===== src/rtl/jk_sync_counter_if.sv =====
// Control and status bundle for the JK-chained modulo-N counter.
interface jk_sync_counter_if #(
    parameter int unsigned WIDTH = 4
);
    logic             en;
    logic             up_dn;
    logic             load;
    logic [WIDTH-1:0] din;
    logic [WIDTH-1:0] q;
    logic [WIDTH-1:0] qb;
    logic             tc;
    logic             wrap;

    // Controller side: drives the controls and observes the count.
    modport master (
        output en, up_dn, load, din,
        input  q, qb, tc, wrap
    );

    // Counter side: consumes the controls and drives the count.
    modport slave (
        input  en, up_dn, load, din,
        output q, qb, tc, wrap
    );
endinterface


===== src/rtl/jk_sync_counter.sv =====
// Synchronous modulo-MOD up/down counter built from chained JK toggle stages,
// with parallel load (saturating), terminal count and a sticky wrap flag.
module jk_sync_counter #(
    parameter int unsigned WIDTH = 4,
    parameter int unsigned MOD   = 10
) (
    input logic              clk,
    input logic              rst,
    jk_sync_counter_if.slave bus
);
    localparam logic [WIDTH-1:0] MAX_Q = WIDTH'(MOD - 1);
    localparam logic [WIDTH:0]   MOD_W = (WIDTH + 1)'(MOD);

    logic [WIDTH-1:0] q_r;
    logic [WIDTH-1:0] qb_r;
    logic             wrap_r;
    logic [WIDTH-1:0] tog;
    logic [WIDTH-1:0] q_nxt;
    logic [WIDTH-1:0] din_sat;
    logic             in_range;
    logic             tc_c;

    // Per-bit JK toggle enable: a bit flips when every lower bit sits at the
    // carry (all ones, counting up) or borrow (all zeros, counting down) value.
    always_comb begin
        tog    = '0;
        tog[0] = 1'b1;
        for (int i = 1; i < int'(WIDTH); i++) begin
            tog[i] = tog[i-1] & (bus.up_dn ? q_r[i-1] : ~q_r[i-1]);
        end
    end

    // Range check, terminal count and load saturation.
    always_comb begin
        in_range = ({1'b0, q_r} < MOD_W);
        tc_c     = bus.en & ~bus.load & ~rst &
                   ((bus.up_dn & (q_r == MAX_Q)) | (~bus.up_dn & (q_r == '0)));
        din_sat  = ({1'b0, bus.din} >= MOD_W) ? MAX_Q : bus.din;
    end

    // Next count for a non-reset, non-load edge: recover an illegal state,
    // wrap at the terminal count, otherwise apply the JK toggles when enabled.
    always_comb begin
        q_nxt = q_r;
        if (!in_range) begin
            q_nxt = '0;
        end else if (tc_c) begin
            q_nxt = bus.up_dn ? '0 : MAX_Q;
        end else if (bus.en) begin
            q_nxt = q_r ^ tog;
        end
    end

    // State update; the complement is registered from the same next value so
    // it can never be out of step with the count.
    always_ff @(posedge clk) begin
        if (rst) begin
            q_r    <= '0;
            qb_r   <= '1;
            wrap_r <= 1'b0;
        end else if (bus.load) begin
            q_r    <= din_sat;
            qb_r   <= ~din_sat;
            wrap_r <= 1'b0;
        end else begin
            q_r    <= q_nxt;
            qb_r   <= ~q_nxt;
            wrap_r <= wrap_r | tc_c;
        end
    end

    assign bus.q    = q_r;
    assign bus.qb   = qb_r;
    assign bus.tc   = tc_c;
    assign bus.wrap = wrap_r;
endmodule


===== src/flat_wrapper.sv =====
// flat-port wrapper written by rule: the top's interface ports become plain ports
module jk_sync_counter_flat 
#(
    parameter int unsigned WIDTH = 4,
    parameter int unsigned MOD   = 10
)
  (clk, rst, bus_en, bus_up_dn, bus_load, bus_din, bus_q, bus_qb, bus_tc, bus_wrap);
  jk_sync_counter_if #(.WIDTH(WIDTH)) bus_i ();
  input logic clk;
  input logic rst;
  input wire logic [$bits(bus_i.en)-1:0] bus_en;
  input wire logic [$bits(bus_i.up_dn)-1:0] bus_up_dn;
  input wire logic [$bits(bus_i.load)-1:0] bus_load;
  input wire logic [$bits(bus_i.din)-1:0] bus_din;
  output wire logic [$bits(bus_i.q)-1:0] bus_q;
  output wire logic [$bits(bus_i.qb)-1:0] bus_qb;
  output wire logic [$bits(bus_i.tc)-1:0] bus_tc;
  output wire logic [$bits(bus_i.wrap)-1:0] bus_wrap;
  assign bus_i.en = bus_en;
  assign bus_i.up_dn = bus_up_dn;
  assign bus_i.load = bus_load;
  assign bus_i.din = bus_din;
  assign bus_q = bus_i.q;
  assign bus_qb = bus_i.qb;
  assign bus_tc = bus_i.tc;
  assign bus_wrap = bus_i.wrap;
  jk_sync_counter #(.WIDTH(WIDTH), .MOD(MOD)) u_core (.clk(clk), .rst(rst), .bus(bus_i));
endmodule

===== config.mk =====
export PLATFORM = sky130hd
export DESIGN_NAME = jk_sync_counter_flat
export DESIGN_NICKNAME = d
export VERILOG_FILES = /design/src/rtl/jk_sync_counter_if.sv /design/src/rtl/jk_sync_counter.sv /design/src/flat_wrapper.sv
export SDC_FILE = /design/constraint.sdc
export NUM_CORES = 1
export LEC_CHECK = 0
export ABC_AREA = 0
export ABC_CLOCK_PERIOD_IN_PS = 1400
export CAP_MARGIN = 20
export CORE_AREA = 2 2 39 41
export DETAILED_ROUTE_END_ITERATION = 10
export DIE_AREA = 0 0 41 43
export GPL_TIMING_DRIVEN = 1
export PLACE_DENSITY = 0.64
export SYNTH_ARGS = -nofsm -noshare
export SYNTH_HDL_FRONTEND = slang
export SYNTH_SLANG_ARGS = --single-unit

===== constraint.sdc =====
create_clock -name clk -period 1.4 [get_ports clk]
set_input_delay 0.14 -clock clk [delete_from_list [all_inputs] [get_ports clk]]
set_output_delay 0.14 -clock clk [all_outputs]
set_load 0.02 [all_outputs]

==> results.cfg <==
[run]
maxCapViolations = 0

[floorplanning]
io_pins = 19
die_area_um2 = 1760
fp.dieW_um = 41
design.core.area_um2 = 1380
start_util_pct = 31.6
chipHeight_um = 43
placementRows = 14

[global_route]
antenna_found_initial = 0
grt_max_degree = 7
grt_pass1_vias = 407
groute.usage.overall_pct = 13.8
grt_pass1_wl_mm = 1.67
grt.overflow.total = 0

[clocking]
numCtsBuffers = 3
clockBufferDepth = 2
cts_hold_buffers = 0
cts_tree = yes
cts_htree_levels = 1
clockRootBuffer = clkbuf_4
clock_sinks = 9
clk_transition_reported_paths_ps = 60
clock_latency_ps = 250

[setup_path]
r2r-start = u_core.bus.q[0]
setup.worst_path.end = u_core.bus.qb[3]
path_depth = 5
worstPathArrival_ps = 1490
start_kind = flip-flop
critPathKind = reg -> reg
cp_max_fo = 5
r2r_cells = 5
path_buf_inv = 1
end_kind = flip-flop
crit_slowest_cell = or4_4
r2r_slack_ps = 50
crit_chain = buf_6, or4_4, nand2_2, nand3_2, a31o_1
critPathTopFamily = simple AND/OR/NAND/NOR gates
slowest_delay_ps = 410
required_ps = 1550
crit_start = u_core.bus.q[0]
timing.rr.end = u_core.bus.qb[3]

[power_and_ir_drop]
p_per_area_nw_per_um2 = 898
p_leak_nw = 0.367
totalPowerFinal_mw = 0.699
ir_drop_v = 0.000477

[routing]
antenna_left = 0
wl_per_cell_um = 11.8
viasPerCell = 4.85
drc = 0
num_vias = 485
routed_wl_mm = 1.18
first_iter_violations = 7
drt_first_pass_iters = 4

[worst_hold_path]
min_path_type = reg -> reg

[timing]
setup_violations = 0
relSlewSlack_pct = 82.4
setup_ws_ps = 54.4
fin_crit_ps = 1350
rsz0062_at_grt = no
period_share_pct = 96.1
fmax_mhz = 743
hold_viol_final = 0
worst_pin_slew_ps = 261
clock_skew_ps = 1.90
drv_slew = 0

[synthesis]
synth_top_cell_area_share_pct = 41.1
synthArstFlopShare_pct = 0
ys_seq_area_share_pct = 41.1
synth_compound_area_share_pct = 20.6
synth-xor-area-share_pct = 8.00
syn_area_um2 = 438
ys_types = 25
muxShareOfSynthArea_pct = 0
synth_cells = 47
ys_ff_latch = 9
synth_top_cell_by_area = dfxtp_1
synth_edf_count = 0
ys_warn_count = 0
synth_top_family_by_area = simple AND/OR/NAND/NOR gates
ys.flop_type = dfxtp_1
synthAdderAreaFrac_pct = 0
synth.avg_cell_area_um2 = 9.32
yosys.area_share.simple_pct = 26.9
synth_area_leaders = dfxtp_1 41%, xor2_1 6.0%, o21a_1 5.1%
synth_nets = 56

[placement]
place.port_buffers = 18
routabilityCongestion = 0.696
dp_hpwl_um = 866
place_area_um2 = 734
pre_cts_slack_ps = -339
placed_cells = 94

[final_layout]
fin_nets = 94
fin_area_um2 = 778
diodes = 0
instances_no_fill = 100
area_growth_syn_to_layout_pct = 77.7
drive_gt1_share_pct = 32.1

[status]
status = finished clean
==> how the worst min path moves through the flow <==
stage	from	to	slack [ps]	cells past startpoint
2_1_floorplan	rst	u_core.bus.q[3]	210	1
3_3_place_gp	u_core.bus.wrap	u_core.bus.wrap	430	1
3_5_place_dp	u_core.bus.wrap	u_core.bus.wrap	450	1
4_1_cts	u_core.bus.wrap	u_core.bus.wrap	460	1
5_1_grt	u_core.bus.wrap	u_core.bus.wrap	480	1
6_report	u_core.bus.wrap	u_core.bus.wrap	450	1
==> registers in the layout (all words and copies together) (netlist names) <==
name and cells:
u_core.bus.q 4, u_core.bus.qb 4, u_core.bus.wrap 1
==> cells in the mapped netlist (2+ instances only) <==
cell type  count
xor2_1         3
nor3_1         2
nor2_1         4
o21a_1         3
o21ai_0        2
o21ai_1        2
nand2_1        5
dfxtp_1        9
==> what timing repair did <==
item,CTS,global route
gates resized for setup,9,4
setup buffers,0,2
gates cloned,0,0
endpoints found under the setup margin,6,1
pin swaps,1,4
==> cell families (layout without fill, tap and decap cells) <==
group                     Yosys count  in the layout
DFF                                 9              9
xor gates and xnor gates            4              4
buffers and inverters               2             39
AOI/OAI and AO/OA                  13             13
and+or+nand+nor                    19             19
==> layer usage <==
layer,up-vias,part of all wire (%),global-route usage [%]
li1,244,-,-
met1,232,44,17.9
met4,0,0,8.00
met2,9,52,20.0
met3,0,3.5,3.14
met5,-,0,0
==> stage by stage <==
| step | hold slack (ps) | utilization, % | TNS, ps |
|---|---|---|---|
| after floorplan | 209 | - | 0 |
| after global placement | 432 | 53.1 | -1260 |
| after detailed placement | 447 | 53.1 | -1410 |
| after CTS | 457 | 54.5 | 0 |
| after global routing | 476 | 56.2 | 0 |
| final | 452 | 56.2 | 0 |
==> power by group <==
part / total (mW) / internal [mW] / switching (mW)
registers: 0.289 / 0.277 / 0.0123
logic: 0.217 / 0.120 / 0.0975
clock network: 0.193 / 0.109 / 0.0832
==> layout make-up <==
type | count | area (µm²)
fill | 131 | 606
timing repair buffer | 34 | 297
multi-input combinational | 36 | 250
sequential | 9 | 181
clock buffer | 4 | 26.3
tap | 16 | 20.0
inverter | 1 | 3.75
==> placed cells by master (no fill, tap or decap), types with 2 or more instances in the layout <==
cell type        synthesis  routed
nand2_1                  5       4
buf_4                    0      15
o21ai_1                  2       3
dlygate4sd2_1            0       4
clkdlybuf4s50_1          0      12
clkbuf_4                 0       3
dfxtp_1                  9       8
nor2_1                   4       4
xor2_1                   3       3
nor3_1                   2       2
o21a_1                   3       3
(Power assumes the default switching activity.)
